File: config.mk
export PLATFORM = sky130hd
export DESIGN_NAME = control_sequencer_flat
export DESIGN_NICKNAME = d
export VERILOG_FILES = /design/src/rtl/control_sequencer_if.sv /design/src/rtl/control_sequencer.sv /design/src/flat_wrapper.sv
export SDC_FILE = /design/constraint.sdc
export NUM_CORES = 1
export LEC_CHECK = 0
export ABC_AREA = 1
export BUFFER_PORTS_ARGS = -buffer_cell sky130_fd_sc_hd__buf_2
export CAP_MARGIN = 25
export CORE_MARGIN = 5
export CORE_UTILIZATION = 30
export CTS_BUF_LIST = sky130_fd_sc_hd__clkbuf_4
export CTS_CLUSTER_DIAMETER = 120
export DETAILED_ROUTE_END_ITERATION = 7
export PLACE_DENSITY = 0.69
export SYNTH_ARGS = -nofsm -noshare
export SYNTH_HDL_FRONTEND = slang
export SYNTH_SLANG_ARGS = --single-unit
File: constraint.sdc
create_clock -name i_clk -period 1.2 [get_ports i_clk]
set_clock_uncertainty 0.2 [all_clocks]
set_input_delay 0.06 -clock i_clk [delete_from_list [all_inputs] [get_ports i_clk]]
set_output_delay 0.06 -clock i_clk [all_outputs]
set_load 0.005 [all_outputs]
File: src/rtl/control_sequencer_if.sv
// Control/readback bundle between the sequencer and the ALU-system datapath.
// The master side (sequencer) drives every datapath control and reads back
// the instruction register and ALU flags.
interface control_sequencer_if;
  logic [15:0] ir_out;         // instruction register contents
  logic [3:0]  flags_out;      // {Z,C,N,O}
  logic [2:0]  rf_out_a_sel;
  logic [2:0]  rf_out_b_sel;
  logic [2:0]  rf_fun_sel;
  logic [3:0]  rf_reg_sel;     // {R1,R2,R3,R4}, 1 = enabled
  logic [3:0]  rf_scr_sel;
  logic [4:0]  alu_fun_sel;
  logic        alu_wf;
  logic [1:0]  arf_out_c_sel;
  logic [1:0]  arf_out_d_sel;  // 00/01 = PC, 10 = AR, 11 = SP
  logic [2:0]  arf_fun_sel;
  logic [2:0]  arf_reg_sel;    // {PC,AR,SP}, 1 = enabled
  logic        ir_lh;          // 0 = low byte, 1 = high byte
  logic        ir_write;
  logic        mem_wr;         // 1 = write
  logic        mem_cs;         // active-low chip select
  logic [1:0]  mux_a_sel;
  logic [1:0]  mux_b_sel;
  logic        mux_c_sel;

  modport master (
    input  ir_out, flags_out,
    output rf_out_a_sel, rf_out_b_sel, rf_fun_sel, rf_reg_sel, rf_scr_sel,
           alu_fun_sel, alu_wf, arf_out_c_sel, arf_out_d_sel, arf_fun_sel,
           arf_reg_sel, ir_lh, ir_write, mem_wr, mem_cs, mux_a_sel,
           mux_b_sel, mux_c_sel
  );

  modport slave (
    output ir_out, flags_out,
    input  rf_out_a_sel, rf_out_b_sel, rf_fun_sel, rf_reg_sel, rf_scr_sel,
           alu_fun_sel, alu_wf, arf_out_c_sel, arf_out_d_sel, arf_fun_sel,
           arf_reg_sel, ir_lh, ir_write, mem_wr, mem_cs, mux_a_sel,
           mux_b_sel, mux_c_sel
  );
endinterface

File: src/rtl/control_sequencer.sv
// Fetch/decode/execute controller for the ALU-system datapath.
// Fetches a 16-bit instruction as two bytes (T0 low, T1 high), then executes
// in T2 (and T3 for the two-byte store). Outputs are a combinational decode
// of the current step, IROut and FlagsOut.
module control_sequencer (
  input  logic                       i_clk,
  input  logic                       i_rst,
  control_sequencer_if.master        io_dp,
  output logic                       o_halted,
  output logic [2:0]                 o_seq_t
);

  localparam logic [2:0] FUN_CLR  = 3'b011;
  localparam logic [2:0] FUN_INC  = 3'b001;
  localparam logic [2:0] FUN_LD   = 3'b010;
  localparam logic [4:0] ALU_ADD  = 5'b10100;
  localparam logic [4:0] ALU_PASA = 5'b10000;

  localparam logic [5:0] OP_BRA = 6'h00;
  localparam logic [5:0] OP_BNE = 6'h01;
  localparam logic [5:0] OP_LDI = 6'h02;
  localparam logic [5:0] OP_ADD = 6'h03;
  localparam logic [5:0] OP_LD  = 6'h04;
  localparam logic [5:0] OP_ST  = 6'h05;
  localparam logic [5:0] OP_HLT = 6'h3F;

  // State encoding doubles as the SeqT step code.
  typedef enum logic [2:0] {
    S_INIT = 3'd0,
    S_T0   = 3'd1,
    S_T1   = 3'd2,
    S_T2   = 3'd3,
    S_T3   = 3'd4,
    S_HALT = 3'd7
  } state_t;

  typedef struct packed {
    logic [2:0] rf_out_a_sel;
    logic [2:0] rf_out_b_sel;
    logic [2:0] rf_fun_sel;
    logic [3:0] rf_reg_sel;
    logic [3:0] rf_scr_sel;
    logic [4:0] alu_fun_sel;
    logic       alu_wf;
    logic [1:0] arf_out_c_sel;
    logic [1:0] arf_out_d_sel;
    logic [2:0] arf_fun_sel;
    logic [2:0] arf_reg_sel;
    logic       ir_lh;
    logic       ir_write;
    logic       mem_wr;
    logic       mem_cs;
    logic [1:0] mux_a_sel;
    logic [1:0] mux_b_sel;
    logic       mux_c_sel;
  } ctrl_t;

  state_t     r_state;
  state_t     w_next;
  ctrl_t      w_ctrl;
  logic       w_halted;
  logic [2:0] w_seq_t;

  // Instruction fields
  logic [5:0] w_op;
  logic [1:0] w_rsel;
  logic [2:0] w_rd;
  logic [2:0] w_rs1;
  logic [2:0] w_rs2;
  logic       w_zero;
  logic       w_unused_flags;

  assign w_op           = io_dp.ir_out[15:10];
  assign w_rsel         = io_dp.ir_out[9:8];
  assign w_rd           = io_dp.ir_out[8:6];
  assign w_rs1          = io_dp.ir_out[5:3];
  assign w_rs2          = io_dp.ir_out[2:0];
  assign w_zero         = io_dp.flags_out[3];
  assign w_unused_flags = ^io_dp.flags_out[2:0];

  // R1 is the MSB of RegSel, so rsel 00 selects 4'b1000.
  function automatic logic [3:0] rsel_onehot(input logic [1:0] sel);
    return 4'b1000 >> sel;
  endfunction

  // Rd values 1-4 address R1-R4; anything else suppresses the write.
  function automatic logic [3:0] rd_onehot(input logic [2:0] rd);
    case (rd)
      3'd1:    return 4'b1000;
      3'd2:    return 4'b0100;
      3'd3:    return 4'b0010;
      3'd4:    return 4'b0001;
      default: return 4'b0000;
    endcase
  endfunction

  // State register; synchronous reset returns to INIT from any step.
  always_ff @(posedge i_clk) begin
    // NOTE: sequential state uses non-blocking assignment so every flop
    // samples pre-edge values regardless of block evaluation order.
    if (i_rst) r_state <= S_INIT;
    else       r_state <= w_next;
  end

  // Next-state and control decode.
  always_comb begin
    // NOTE: every output gets a default first so no path through the case
    // leaves a variable unassigned (which would infer a latch).
    w_ctrl        = '0;
    w_ctrl.mem_cs = 1'b1;
    w_next        = r_state;
    w_halted      = 1'b0;
    w_seq_t       = r_state;

    if (i_rst) begin
      w_next  = S_INIT;
      w_seq_t = 3'd0;
    end else begin
      case (r_state)
        S_INIT: begin
          w_ctrl.arf_reg_sel = 3'b111;
          w_ctrl.arf_fun_sel = FUN_CLR;
          w_ctrl.rf_reg_sel  = 4'b1111;
          w_ctrl.rf_fun_sel  = FUN_CLR;
          w_next             = S_T0;
        end
        S_T0, S_T1: begin
          // Fetch one byte from M[PC] and post-increment PC.
          w_ctrl.arf_out_d_sel = 2'b00;
          w_ctrl.mem_cs        = 1'b0;
          w_ctrl.mem_wr        = 1'b0;
          w_ctrl.ir_write      = 1'b1;
          w_ctrl.ir_lh         = (r_state == S_T1);
          w_ctrl.arf_reg_sel   = 3'b100;
          w_ctrl.arf_fun_sel   = FUN_INC;
          w_next               = (r_state == S_T0) ? S_T1 : S_T2;
        end
        S_T2: begin
          w_next = S_T0;
          case (w_op)
            OP_BRA, OP_BNE: begin
              if (w_op == OP_BRA || !w_zero) begin
                w_ctrl.mux_b_sel   = 2'b11;
                w_ctrl.arf_reg_sel = 3'b100;
                w_ctrl.arf_fun_sel = FUN_LD;
              end
            end
            OP_LDI: begin
              w_ctrl.mux_a_sel  = 2'b11;
              w_ctrl.rf_reg_sel = rsel_onehot(w_rsel);
              w_ctrl.rf_fun_sel = FUN_LD;
            end
            OP_ADD: begin
              w_ctrl.rf_out_a_sel = w_rs1 - 3'd1;
              w_ctrl.rf_out_b_sel = w_rs2 - 3'd1;
              w_ctrl.alu_fun_sel  = ALU_ADD;
              w_ctrl.alu_wf       = 1'b1;
              w_ctrl.mux_a_sel    = 2'b00;
              w_ctrl.rf_reg_sel   = rd_onehot(w_rd);
              w_ctrl.rf_fun_sel   = FUN_LD;
            end
            OP_LD: begin
              w_ctrl.arf_out_d_sel = 2'b10;
              w_ctrl.mem_cs        = 1'b0;
              w_ctrl.mem_wr        = 1'b0;
              w_ctrl.mux_a_sel     = 2'b10;
              w_ctrl.rf_reg_sel    = rsel_onehot(w_rsel);
              w_ctrl.rf_fun_sel    = FUN_LD;
            end
            OP_ST:   w_next = S_T3;
            OP_HLT:  w_next = S_HALT;
            default: ;
          endcase
        end
        S_T3:    w_next = S_T0;
        S_HALT:  w_halted = 1'b1;
        default: w_next = S_INIT;
      endcase

      // Store writes the low byte in T2 and the high byte in T3, bumping AR
      // after each so the pair lands little-endian at AR, AR+1.
      if ((r_state == S_T2 && w_op == OP_ST) || r_state == S_T3) begin
        w_ctrl.rf_out_a_sel  = {1'b0, w_rsel};
        w_ctrl.alu_fun_sel   = ALU_PASA;
        w_ctrl.mux_c_sel     = (r_state == S_T3);
        w_ctrl.arf_out_d_sel = 2'b10;
        w_ctrl.mem_cs        = 1'b0;
        w_ctrl.mem_wr        = 1'b1;
        w_ctrl.arf_reg_sel   = 3'b010;
        w_ctrl.arf_fun_sel   = FUN_INC;
      end
    end
  end

  assign io_dp.rf_out_a_sel  = w_ctrl.rf_out_a_sel;
  assign io_dp.rf_out_b_sel  = w_ctrl.rf_out_b_sel;
  assign io_dp.rf_fun_sel    = w_ctrl.rf_fun_sel;
  assign io_dp.rf_reg_sel    = w_ctrl.rf_reg_sel;
  assign io_dp.rf_scr_sel    = w_ctrl.rf_scr_sel;
  assign io_dp.alu_fun_sel   = w_ctrl.alu_fun_sel;
  assign io_dp.alu_wf        = w_ctrl.alu_wf;
  assign io_dp.arf_out_c_sel = w_ctrl.arf_out_c_sel;
  assign io_dp.arf_out_d_sel = w_ctrl.arf_out_d_sel;
  assign io_dp.arf_fun_sel   = w_ctrl.arf_fun_sel;
  assign io_dp.arf_reg_sel   = w_ctrl.arf_reg_sel;
  assign io_dp.ir_lh         = w_ctrl.ir_lh;
  assign io_dp.ir_write      = w_ctrl.ir_write;
  assign io_dp.mem_wr        = w_ctrl.mem_wr;
  assign io_dp.mem_cs        = w_ctrl.mem_cs;
  assign io_dp.mux_a_sel     = w_ctrl.mux_a_sel;
  assign io_dp.mux_b_sel     = w_ctrl.mux_b_sel;
  assign io_dp.mux_c_sel     = w_ctrl.mux_c_sel;
  assign o_halted            = w_halted;
  assign o_seq_t             = w_seq_t;

endmodule
File: src/flat_wrapper.sv
// flat-port wrapper written by rule: the top's interface ports become plain ports
module control_sequencer_flat 
  (i_clk, i_rst, o_halted, o_seq_t, io_dp_ir_out, io_dp_flags_out, io_dp_rf_out_a_sel, io_dp_rf_out_b_sel, io_dp_rf_fun_sel, io_dp_rf_reg_sel, io_dp_rf_scr_sel, io_dp_alu_fun_sel, io_dp_alu_wf, io_dp_arf_out_c_sel, io_dp_arf_out_d_sel, io_dp_arf_fun_sel, io_dp_arf_reg_sel, io_dp_ir_lh, io_dp_ir_write, io_dp_mem_wr, io_dp_mem_cs, io_dp_mux_a_sel, io_dp_mux_b_sel, io_dp_mux_c_sel);
  control_sequencer_if io_dp_i ();
  input  logic i_clk;
  input  logic i_rst;
  output logic o_halted;
  output logic [2:0] o_seq_t;
  input wire logic [$bits(io_dp_i.ir_out)-1:0] io_dp_ir_out;
  input wire logic [$bits(io_dp_i.flags_out)-1:0] io_dp_flags_out;
  output wire logic [$bits(io_dp_i.rf_out_a_sel)-1:0] io_dp_rf_out_a_sel;
  output wire logic [$bits(io_dp_i.rf_out_b_sel)-1:0] io_dp_rf_out_b_sel;
  output wire logic [$bits(io_dp_i.rf_fun_sel)-1:0] io_dp_rf_fun_sel;
  output wire logic [$bits(io_dp_i.rf_reg_sel)-1:0] io_dp_rf_reg_sel;
  output wire logic [$bits(io_dp_i.rf_scr_sel)-1:0] io_dp_rf_scr_sel;
  output wire logic [$bits(io_dp_i.alu_fun_sel)-1:0] io_dp_alu_fun_sel;
  output wire logic [$bits(io_dp_i.alu_wf)-1:0] io_dp_alu_wf;
  output wire logic [$bits(io_dp_i.arf_out_c_sel)-1:0] io_dp_arf_out_c_sel;
  output wire logic [$bits(io_dp_i.arf_out_d_sel)-1:0] io_dp_arf_out_d_sel;
  output wire logic [$bits(io_dp_i.arf_fun_sel)-1:0] io_dp_arf_fun_sel;
  output wire logic [$bits(io_dp_i.arf_reg_sel)-1:0] io_dp_arf_reg_sel;
  output wire logic [$bits(io_dp_i.ir_lh)-1:0] io_dp_ir_lh;
  output wire logic [$bits(io_dp_i.ir_write)-1:0] io_dp_ir_write;
  output wire logic [$bits(io_dp_i.mem_wr)-1:0] io_dp_mem_wr;
  output wire logic [$bits(io_dp_i.mem_cs)-1:0] io_dp_mem_cs;
  output wire logic [$bits(io_dp_i.mux_a_sel)-1:0] io_dp_mux_a_sel;
  output wire logic [$bits(io_dp_i.mux_b_sel)-1:0] io_dp_mux_b_sel;
  output wire logic [$bits(io_dp_i.mux_c_sel)-1:0] io_dp_mux_c_sel;
  assign io_dp_i.ir_out = io_dp_ir_out;
  assign io_dp_i.flags_out = io_dp_flags_out;
  assign io_dp_rf_out_a_sel = io_dp_i.rf_out_a_sel;
  assign io_dp_rf_out_b_sel = io_dp_i.rf_out_b_sel;
  assign io_dp_rf_fun_sel = io_dp_i.rf_fun_sel;
  assign io_dp_rf_reg_sel = io_dp_i.rf_reg_sel;
  assign io_dp_rf_scr_sel = io_dp_i.rf_scr_sel;
  assign io_dp_alu_fun_sel = io_dp_i.alu_fun_sel;
  assign io_dp_alu_wf = io_dp_i.alu_wf;
  assign io_dp_arf_out_c_sel = io_dp_i.arf_out_c_sel;
  assign io_dp_arf_out_d_sel = io_dp_i.arf_out_d_sel;
  assign io_dp_arf_fun_sel = io_dp_i.arf_fun_sel;
  assign io_dp_arf_reg_sel = io_dp_i.arf_reg_sel;
  assign io_dp_ir_lh = io_dp_i.ir_lh;
  assign io_dp_ir_write = io_dp_i.ir_write;
  assign io_dp_mem_wr = io_dp_i.mem_wr;
  assign io_dp_mem_cs = io_dp_i.mem_cs;
  assign io_dp_mux_a_sel = io_dp_i.mux_a_sel;
  assign io_dp_mux_b_sel = io_dp_i.mux_b_sel;
  assign io_dp_mux_c_sel = io_dp_i.mux_c_sel;
  control_sequencer u_core (.i_clk(i_clk), .i_rst(i_rst), .io_dp(io_dp_i), .o_halted(o_halted), .o_seq_t(o_seq_t));
endmodule
# --- Word level (Yosys, flattened, before mapping) ---
# Index checks and enable logic that the tools add are counted.
classes:
  shifts: 1
  mux: 33
  n_eq_ne: 15
  n_reduce_logical: 10
  addsub: 2
ops:
  columns: ["operator", "count"]
  rows:
  - ["$mux W6", 5]
  - ["$pmux W6 S3", 1]
  - ["$mux W17", 1]
  - ["$pmux W4 S4", 1]
  - ["$mux W5", 3]
  - ["$pmux W7 S2", 1]
  - ["$mux W13", 1]
  - ["$eq A3 B2 Y1 const B", 4]
  - ["$eq A6 B2 Y1 const B", 2]
  - ["$eq A6 B3 Y1 const B", 2]
  - ["$mux W2", 6]
  - ["$pmux W3 S4", 1]
  - ["$pmux W6 S2", 1]
  - ["$eq A3 B3 Y1 const B", 3]
  - ["$mux W8", 1]
  - ["$reduce_or A2 Y1", 4]
  - ["$eq A3 B1 Y1 const B", 2]
  - ["$eq A6 B1 Y1 const B", 1]
  - ["$eq A6 B6 Y1 const B", 1]
  - ["$logic_not A6 Y1", 1]
  - ["$mux W3", 2]
  - ["$pmux W3 S2", 1]
  - ["$sub A3 B1 Y3 const B", 2]
  - ["$mux W1", 5]
  - ["other kinds (8)", 9]
totals:
  register_bits: 3
  word_cells: 62
  out_inout_bits: 46
  input_bits: 22

# --- Depth between registers and ports, before layout ---
# Gate-level depths: netlist of the first run.
depth:
  ltp_word: 7
  ltp_mapped: 8
  ltp_nobuf: 8

# --- Least setup slack after synthesis of the first run ---
# No wires, ideal clock.
synth_timing:
  path_type: "register -> output"
  from: "register u_core.r_state[0]"
  to: "output port io_dp_rf_out_a_sel[0]"
  path_buffers: 0
  setup_slack_ns: -0.129
  path_stages_with_launch: 7
  t_arrival_ns: 1.069
  required_ns: 0.940
  path_cell_list: "dfxtp_1 -> nand2_2 -> nor2_4 -> nand4_2 -> nand2_2 -> nand2_2 -> a21oi_1"
synth_via:
  elab_chain_cells: 5
  word_cells_on_any_way: 7
  cone_classes: "eq/ne: 2; mux: 3; reduce/logical: 2"
synth_lines:
  columns: ["item", "line_no", "rtl"]
  rows:
  - ["from (decl)", "control_sequencer.sv:58", "state_t r_state;"]
  - ["from (signal assigned)", "control_sequencer.sv:102", "else r_state <= w_next;"]
  - ["$eq A3 B2 Y1", "control_sequencer.sv:119, control_sequencer.sv:182", null]
  - ["$logic_and A1 B1 Y1", "control_sequencer.sv:182", "if ((r_state == S_T2 && w_op == OP_ST) || r_state == S_T3) begin"]
  - ["$logic_or A1 B1 Y1", "control_sequencer.sv:182", null]
  - ["$mux W3 *", "control_sequencer.sv:182", null]
  - ["$mux W13 *", "control_sequencer.sv:115", "if (i_rst) begin"]
  - ["to (decl)", "flat_wrapper.sv:11", "output wire logic [$bits(io_dp_i.rf_out_a_sel)-1:0] io_dp_rf_out_a_sel;"]
# Every way passes the cells marked *; elsewhere a longest branch is shown, timed or not.

# --- Worst setup path after layout of the first run ---
layout_timing:
  from: "register u_core.r_state[1]"
  to: "output port io_dp_rf_out_a_sel[0]"
# The elaborated chain is that of the path after synthesis.

==> results.sh, run 1 <==
export IMPL_netlist_area_leader_share_pct=13.8
export IMPL_root_buffer="clkbuf_4"
export IMPL_die_area_sq_mm=0.00364
export IMPL_met3_usage_pct=1.49
export IMPL_area_growth_pct=92.9
export IMPL_multi_input_area_sq_um=673
export IMPL_io_pins=68
export IMPL_largest_reg_flops=3
export IMPL_synthDistinctLibCells=24
export IMPL_grt_start_max_net_pins=12
export IMPL_rsz0062_at_grt="true"
export IMPL_setup_ws_ns=-0.471
export IMPL_dr_first_iter_drc_count=17
export IMPL_antenna_left=0
export IMPL_clkLatencyLatePin_ns=0.23
export IMPL_cts_tree="yes"
export IMPL_post_route_drc_count=0
export IMPL_use_met1_pct=16.2
export IMPL_worstReg2RegStart="u_core.r_state[1]"
export IMPL_antenna_found_initial=0
export IMPL_worstHoldStart="io_dp_ir_out[14]"
export IMPL_p_total_mw=0.960
export IMPL_vias=1141
export IMPL_gp_congestion=0.812
export IMPL_ir_drop_v=0.000479
export IMPL_status="finished, violations left"
export IMPL_crit_type="flip-flop to primary output"
export IMPL_start_kind="flip-flop"
export IMPL_power_leakage_nw=0.863
export IMPL_ys_seq_elements=3
export IMPL_numCtsBuffers=3
export IMPL_wl_per_cell_microns=10.4
export IMPL_htree_levels=1
export IMPL_violations="setup timing"
export IMPL_ys_seq_area_share_pct=7.89
export IMPL_setup_violations_final=37
export IMPL_vias_per_cell=4.46
export IMPL_fmax_ghz=0.598
export IMPL_cts_buffer_depth=2
export IMPL_synth_area_leaders="buf_4 (14%), nor2_1 (12%), inv_1 (10%)"
export IMPL_cp_required_ns=0.94
export IMPL_fp_row_count=18
export IMPL_yosysWarnings=0
export IMPL_synth_area_leader_cell="buf_4"
export IMPL_firstDrtPassIters=4
export IMPL_wl_microns=2660
export IMPL_cp_max_fo=5
export IMPL_regMostFlops="u_core.r_state"
export IMPL_grt_busiest_layer="met2"
export IMPL_timing_hold_ws_ns=0.0526
export IMPL_hold_viol=0
export IMPL_syn_avg_cell_area_sq_um=5.55
export IMPL_finalNetCount=251
export IMPL_r2r_cells=6
export IMPL_grt_use_met2_pct=25.2
export IMPL_final_max_slew_viol_count=0
export IMPL_antenna_cells=0
export IMPL_finalCritPeriodShare_pct=139
export IMPL_grt_first_pass_wirelength_microns=3930
export IMPL_r2r_end="u_core.r_state[2]"
export IMPL_drive_gt1_share_pct=58.8
export IMPL_gr_total_overflow=0
export IMPL_fin_crit_ns=1.67
export IMPL_min_delay_path_depth=5
export IMPL_coreArea_sq_mm=0.00245
export IMPL_worstSetupEndpointType="primary output"
export IMPL_clock_sinks=3
export IMPL_clk_pin_slew_ns=0.03
export IMPL_fillCellCount=259
export IMPL_synth_cells=137
export IMPL_r2r_slack_ns=-0.26
export IMPL_grt_pass1_vias=1005
export IMPL_port_buffers=52
export IMPL_start_util_pct=31.0
export IMPL_whs_endpoint="u_core.r_state[2]"
export IMPL_arrival_ns=1.41
export IMPL_layout_commonest_cell="buf_2"
export IMPL_hold_path_class="input pin to flip-flop"
export IMPL_grt_usage_pct=13.5
export IMPL_power_density_mw_per_mm2=654
export IMPL_seq_area_sq_um=71.3
export IMPL_die_width_microns=60.4
export IMPL_hpwl_microns=2150
export IMPL_cap_violations=0
export IMPL_die_y_microns=60.4
export IMPL_largest_registers="u_core.r_state: 3 flops"
export IMPL_layout_common_cells="buf_2 (52), buf_4 (31), inv_1 (18), nand2_1 (17), nor2_1 (14)"
export IMPL_netlist_area_sq_um=761
## area by class of cell
type / instances / area share, %
multi-input combinational: 106 / 45.9
timing repair buffer: 90 / 38.8
inverter: 23 / 5.88
sequential: 3 / 4.86
tap: 30 / 2.56
clock buffer: 4 / 2.05
## stage by stage
| stage | std cells | util (%) | instance area, sq um | worst slack, ns | setup TNS, ns |
|---|---|---|---|---|---|
| after floorplan | 148 | - | 843 | -0.0954 | -0.745 |
| after global placement | 244 | 50.9 | 1250 | -0.200 | -3.56 |
| after global routing | 256 | 59.8 | 1470 | -0.556 | -14.18 |
| final | 256 | 59.8 | 1470 | -0.471 | -11.48 |
| after detailed placement | 244 | 50.9 | 1250 | -0.213 | -3.90 |
| after CTS | 252 | 54.7 | 1340 | -0.430 | -11.61 |
## cells by family after synthesis
| family | Yosys count | synth area share, % |
|---|---|---|
| AOI/OAI and AO/OA | 16 | 12.8 |
| xor gates and xnor gates | 2 | 2.30 |
| adders and majority gates | 2 | 3.29 |
| buffers and inverters | 39 | 26.3 |
| DFF | 3 | 7.90 |
| other | 1 | 0.493 |
| and+or+nand+nor | 74 | 46.9 |
## layer usage
metal | up-vias | wire length [microns]
li1 | 595 | -
met1 | 498 | 1060
met2 | 44 | 1360
met3 | 4 | 209
met4 | 0 | 23
met5 | - | 0
## cell usage after synthesis
master	count
nor2_1	25
inv_1	21
nand2_1	20
nand3_1	15
buf_4	14
a21oi_1	7
a31oi_1	5
nand4_1	4
dfxtp_1	3
nand2_2	3
nor2_4	3
ha_1	2
inv_2	2
o21ai_2	2
xnor2_1	2
a41oi_1	1
buf_2	1
clkbuf_1	1
conb_1	1
nand2_4	1
nand4_2	1
nor2_2	1
nor3_1	1
o21ai_0	1
## report_power, final
part | leakage, nW | switching, mW | total, mW | internal, mW
registers | 0.0267 | 0.0203 | 0.135 | 0.115
clock network | 0.0184 | 0.0467 | 0.193 | 0.147
logic | 0.817 | 0.312 | 0.631 | 0.320
## critical path, cell delays in order (launching register included)
cell and delay [ns]:
dfxtp_4 0.37, nand2_4 0.06, nor2_4 0.16, nand4_4 0.16, nand2_4 0.11, nand2_4 0.06
a21oi_2 0.14, buf_2 0.12
## worst max path at each step
stage / from / to / slack, ns / depth (start not counted)
2_1_floorplan: u_core.r_state[1] / io_dp_rf_out_a_sel[0] / -0.1 / 6
3_3_place_gp: u_core.r_state[1] / io_dp_mem_cs / -0.20 / 8
3_5_place_dp: u_core.r_state[1] / io_dp_mem_cs / -0.21 / 8
4_1_cts: u_core.r_state[1] / io_dp_rf_out_a_sel[0] / -0.43 / 7
5_1_grt: u_core.r_state[1] / io_dp_rf_out_a_sel[0] / -0.56 / 7
6_report: u_core.r_state[1] / io_dp_rf_out_a_sel[0] / -0.47 / 7
## timing repair
item	4_1_cts	5_1_grt
pin swaps	6	8
hold endpoints to repair	3	0
buffers inserted	2	4
gates cloned	0	0
hold buffers	2	0
endpoints found under the setup margin	37	37
resized for setup	9	25
Note: power is estimated with default switching activity, not from simulation.
==> run 2: changes to the inputs <==
Settings changed: CORE_UTILIZATION 30 to 35, PLACE_DENSITY 0.69 to 0.79.
==> run 2 against run 1 <==
Net effect: the run still ends with setup timing left; final area increased by 3.2%; worst setup slack got worse by 0.065 ns; fmax decreased by 3.7%; wire length increased by 26%; flip-flop and latch count unchanged; total power increased by 13%; critical path depth unchanged; largest cell class unchanged.
==> results.sh, run 2 (same netlist as run 1, synthesis figures left out) <==
export IMPL_grt_start_max_net_pins=14
export IMPL_cp_required_ns=0.94
export IMPL_finalNetCount=247
export IMPL_setup_ws_ns=-0.536
export IMPL_grt_first_pass_wirelength_microns=4790
export IMPL_root_buffer="clkbuf_4"
export IMPL_r2r_slack_ns=-0.37
export IMPL_regMostFlops="u_core.r_state"
export IMPL_cts_buffer_depth=2
export IMPL_wl_per_cell_microns=13.5
export IMPL_fp_row_count=16
export IMPL_fillCellCount=154
export IMPL_vias_per_cell=4.92
export IMPL_ir_drop_v=0.000911
export IMPL_min_delay_path_depth=5
export IMPL_switching_share_pct=42.8
export IMPL_layout_commonest_cell="buf_2"
export IMPL_hpwl_microns=2280
export IMPL_antenna_left=0
export IMPL_stdcell_area_sq_mm=0.00152
export IMPL_dr_first_iter_drc_count=35
export IMPL_power_density_mw_per_mm2=717
export IMPL_vias=1226
export IMPL_clk_pin_slew_ns=0.04
export IMPL_largest_reg_flops=3
export IMPL_seqPwrFrac_pct=12.6
export IMPL_antenna_found_initial=0
export IMPL_antenna_cells=0
export IMPL_drive_gt1_share_pct=64.9
export IMPL_die_area_sq_mm=0.00321
export IMPL_gp_congestion=0.819
export IMPL_p_sw_mw=0.465
export IMPL_grt_usage_pct=18.1
export IMPL_fmax_ghz=0.576
export IMPL_layout_common_cells="buf_2 (50), buf_4 (25), inv_1 (16)"
export IMPL_final_util_pct=74.9
export IMPL_cap_violations=0
export IMPL_crit_path_start="u_core.r_state[0]"
export IMPL_fin_crit_ns=1.74
export IMPL_numCtsBuffers=3
export IMPL_coreArea_sq_mm=0.00202
export IMPL_status="finished, violations left"
export IMPL_p_clk_share_pct=19.5
export IMPL_clock_sinks=3
export IMPL_setup_violations_final=37
export IMPL_largest_registers="u_core.r_state: 3 flops"
export IMPL_area_growth_pct=99.2
export IMPL_dp_cells=239
export IMPL_htree_levels=1
export IMPL_finalCritPeriodShare_pct=145
export IMPL_gr_total_overflow=0
export IMPL_clkLatencyLatePin_ns=0.25
export IMPL_firstDrtPassIters=4
export IMPL_cp_max_fo=4
export IMPL_r2r_cells=8
export IMPL_worstReg2RegStart="u_core.r_state[0]"
export IMPL_final_max_slew_viol_count=0
export IMPL_cts_tree="yes"
export IMPL_multi_input_area_sq_um=724
export IMPL_p_int_mw=0.622
export IMPL_crit_type="flip-flop to primary output"
export IMPL_die_width_microns=56.6
export IMPL_start_util_pct=37.6
export IMPL_whs_endpoint="u_core.r_state[2]"
export IMPL_arrival_ns=1.48
export IMPL_r2r_end="u_core.r_state[1]"
export IMPL_seq_area_sq_um=71.3
export IMPL_rsz0062_at_grt="true"
export IMPL_wl_microns=3360
export IMPL_worstSetupEndpointType="primary output"
export IMPL_io_pins=68
export IMPL_die_y_microns=56.6
export IMPL_fin_cells=249
export IMPL_power_frac_comb_pct=67.9
export IMPL_grt_pass1_vias=1074
export IMPL_worstHoldStart="io_dp_ir_out[14]"
export IMPL_start_kind="flip-flop"
export IMPL_hold_viol=0
export IMPL_dpl_cell_area_sq_mm=0.00123
export IMPL_power_leakage_nw=0.865
export IMPL_violations="setup timing"
export IMPL_hold_path_class="input pin to flip-flop"
export IMPL_post_route_drc_count=0
export IMPL_port_buffers=52
## run 2: power groups by stage
stage               combinational, mW  clock, mW  sequential [mW]
global placement                0.530          0            0.126
global route                    0.796      0.229            0.139
floorplan                       0.285          0            0.130
detailed placement              0.543          0            0.127
CTS                             0.610      0.215            0.126
finish                          0.738      0.212            0.137
## run 2: critical path, cell delays in order (launching register included)
cell,delay (ns)
dfxtp_4,0.37
nand2_4,0.06
nor2_4,0.18
nand2_4,0.11
nor2_4,0.16
nand2_2,0.08
a21oi_2,0.14
buf_2,0.12
## run 2: worst max-delay path by stage
stage / endpoint / slack, ns / cells past startpoint
after floorplan: io_dp_rf_out_a_sel[0] / -0.1 / 6
after global placement: io_dp_mem_cs / -0.19 / 8
after detailed placement: io_dp_rf_out_a_sel[0] / -0.26 / 7
after CTS: io_dp_rf_out_a_sel[0] / -0.46 / 7
after global routing: io_dp_rf_out_a_sel[0] / -0.64 / 7
final: io_dp_rf_out_a_sel[0] / -0.54 / 7
## run 2: layout make-up
cell class | count | share of cell area, %
Multi-Input combinational cell | 106 | 47.8
Timing Repair Buffer | 86 | 37.1
Inverter | 23 | 6.19
Sequential cell | 3 | 4.71
Tap cell | 27 | 2.23
Clock buffer | 4 | 1.98
## run 2: layer usage
layer / share of wire, % / vias up / GRT usage, %
li1: - / 582 / -
met1: 37 / 568 / 21.2
met2: 52 / 66 / 34.0
met3: 8.2 / 10 / 3.21
met4: 3.2 / 0 / 3.05
met5: 0 / - / 0
## run 2: metrics by stage
stage               worst slack (ns)  power (mW)  hold slack (ns)  setup TNS (ns)
detailed placement            -0.263       0.670            0.164           -4.91
finish                        -0.536        1.09           0.0423          -13.93
global route                  -0.644        1.16           0.0787          -17.15
CTS                           -0.460       0.950           0.0361          -12.52
global placement              -0.187       0.656            0.160           -3.58
floorplan                    -0.0954       0.415          -0.0580          -0.745
## run 2: repair_timing
action / in CTS / in global routing
resized for setup: 23 / 39
pin swaps: 6 / 13
hold buffers: 0 / 0
buffers inserted: 7 / 2
setup endpoints to repair: 37 / 37
==> run 3: changes to the inputs <==
Settings changed: CORE_UTILIZATION 35 to 41, PLACE_DENSITY 0.79 to 0.87.
Clock period 1.2 ns to 2.2 ns, I/O delays scaled along.
==> run 3 against run 2 <==
Net effect: the flow now finishes without violations; cell count is 14% lower; total power is 64% lower; global-route usage is 2.6 points lower; combinational power is 71% lower; flip-flop and latch count stayed put; core utilization is 17 points lower; final area is 33% lower; worst hold slack worse by 0.021 ns; largest cell class unchanged; largest power group unchanged.
==> results.sh, run 3 (same netlist as run 1, synthesis figures left out) <==
export IMPL_status="finished clean"
export IMPL_area_growth_pct=33.7
export IMPL_drive_gt1_share_pct=37.0
export IMPL_dr_first_iter_drc_count=19
export IMPL_hpwl_microns=1870
export IMPL_largest_reg_flops=3
export IMPL_cp_required_ns=1.89
export IMPL_hold_path_class="input pin to flip-flop"
export IMPL_die_width_microns=53.1
export IMPL_worstSetupEndpointType="primary output"
export IMPL_vias_per_cell=4.66
export IMPL_grt_usage_pct=15.5
export IMPL_gr_total_overflow=0
export IMPL_antenna_found_initial=0
export IMPL_numCtsBuffers=3
export IMPL_setup_tns_ns=0
export IMPL_start_util_pct=43.6
export IMPL_coreArea_sq_mm=0.00175
export IMPL_clk_pin_slew_ns=0.04
export IMPL_ir_drop_v=0.000283
export IMPL_power_density_mw_per_mm2=388
export IMPL_cts_tree="yes"
export IMPL_layout_commonest_cell="buf_2"
export IMPL_firstDrtPassIters=4
export IMPL_antenna_cells=0
export IMPL_crit_type="flip-flop to primary output"
export IMPL_root_buffer="clkbuf_4"
export IMPL_htree_levels=1
export IMPL_start_kind="flip-flop"
export IMPL_final_max_slew_viol_count=0
export IMPL_wl_per_cell_microns=10.1
export IMPL_fin_cells=214
export IMPL_finalCritPeriodShare_pct=85.1
export IMPL_io_pins=68
export IMPL_die_area_sq_mm=0.00282
export IMPL_port_buffers=52
export IMPL_final_util_pct=58.3
export IMPL_layout_common_cells="buf_2 (52), nor2_1 (25), inv_1 (21), nand2_1 (20), nand3_1 (15)"
export IMPL_arrival_ns=1.56
export IMPL_clock_sinks=3
export IMPL_cts_setup_buffers=0
export IMPL_hold_viol=0
export IMPL_grt_start_max_net_pins=19
export IMPL_ctsHoldBuffers=0
export IMPL_gp_congestion=0.772
export IMPL_multi_input_area_sq_um=542
export IMPL_post_route_drc_count=0
export IMPL_fp_row_count=15
export IMPL_antenna_left=0
export IMPL_grt_pass1_vias=798
export IMPL_rsz0062_at_grt="false"
export IMPL_fin_crit_ns=1.87
export IMPL_dp_cells=210
export IMPL_finalNetCount=214
export IMPL_largest_registers="u_core.r_state: 3 flops"
export IMPL_cp_max_fo=5
export IMPL_setup_violations_final=0
export IMPL_wl_microns=2170
export IMPL_clkLatencyLatePin_ns=0.24
export IMPL_fillCellCount=198
export IMPL_power_leakage_nw=0.652
export IMPL_die_y_microns=53.1
export IMPL_cts_buffer_depth=2
export IMPL_seq_area_sq_um=60.1
export IMPL_vias=998
export IMPL_regMostFlops="u_core.r_state"
export IMPL_fmax_ghz=0.534
export IMPL_cts_resized=0
export IMPL_cap_violations=0
export IMPL_grt_first_pass_wirelength_microns=3220
## run 3: area by class of cell
type	instances	area share [%]
Multi-Input combinational cell	106	53.3
Timing Repair Buffer	53	26.3
Inverter	23	8.49
Sequential cell	3	5.90
Tap cell	25	3.08
Clock buffer	4	2.95
## run 3: path summary, 6_finish.rpt
| check | from | to | slack (ns) | cells past startpoint |
|---|---|---|---|---|
| max | u_core.r_state[1] | io_dp_rf_fun_sel[1] | 0.33 | 6 |
| min | io_dp_ir_out[12] | u_core.r_state[2] | 0.02 | 3 |
| max reg2reg | u_core.r_state[1] | u_core.r_state[2] | 0.90 | 4 |
| min reg2reg | u_core.r_state[1] | u_core.r_state[0] | 0.42 | 2 |
## run 3: layer usage
metal	GRT usage [%]	vias up	share of wire, %
li1	-	529	-
met1	17.4	429	40
met2	26.7	35	48
met3	3.10	5	10
met4	8.94	0	2.2
met5	0	-	0
## run 3: worst max-delay path: stages (launching register included)
cell,delay (ns)
dfxtp_1,0.34
nor2_1,0.25
nand2_1,0.13
o21ai_2,0.21
inv_2,0.05
a41oi_1,0.19
buf_2,0.15
## run 3: power by group
group | leakage, nW | switching (mW) | internal, mW
combinational | 0.609 | 0.123 | 0.0888
sequential | 0.0247 | 0.00859 | 0.0614
clock | 0.0184 | 0.0325 | 0.0805
## run 3: stage by stage
stage | setup WS, ns | power [mW] | cell area, sq um | hold WS, ns
global route | 0.163 | 0.437 | 1020 | 0.0449
floorplan | 0.821 | 0.213 | 802 | 0.0511
finish | 0.327 | 0.395 | 1020 | 0.0217
CTS | 0.341 | 0.397 | 1020 | 0.0219
detailed placement | 0.601 | 0.282 | 987 | 0.260
global placement | 0.612 | 0.278 | 987 | 0.254
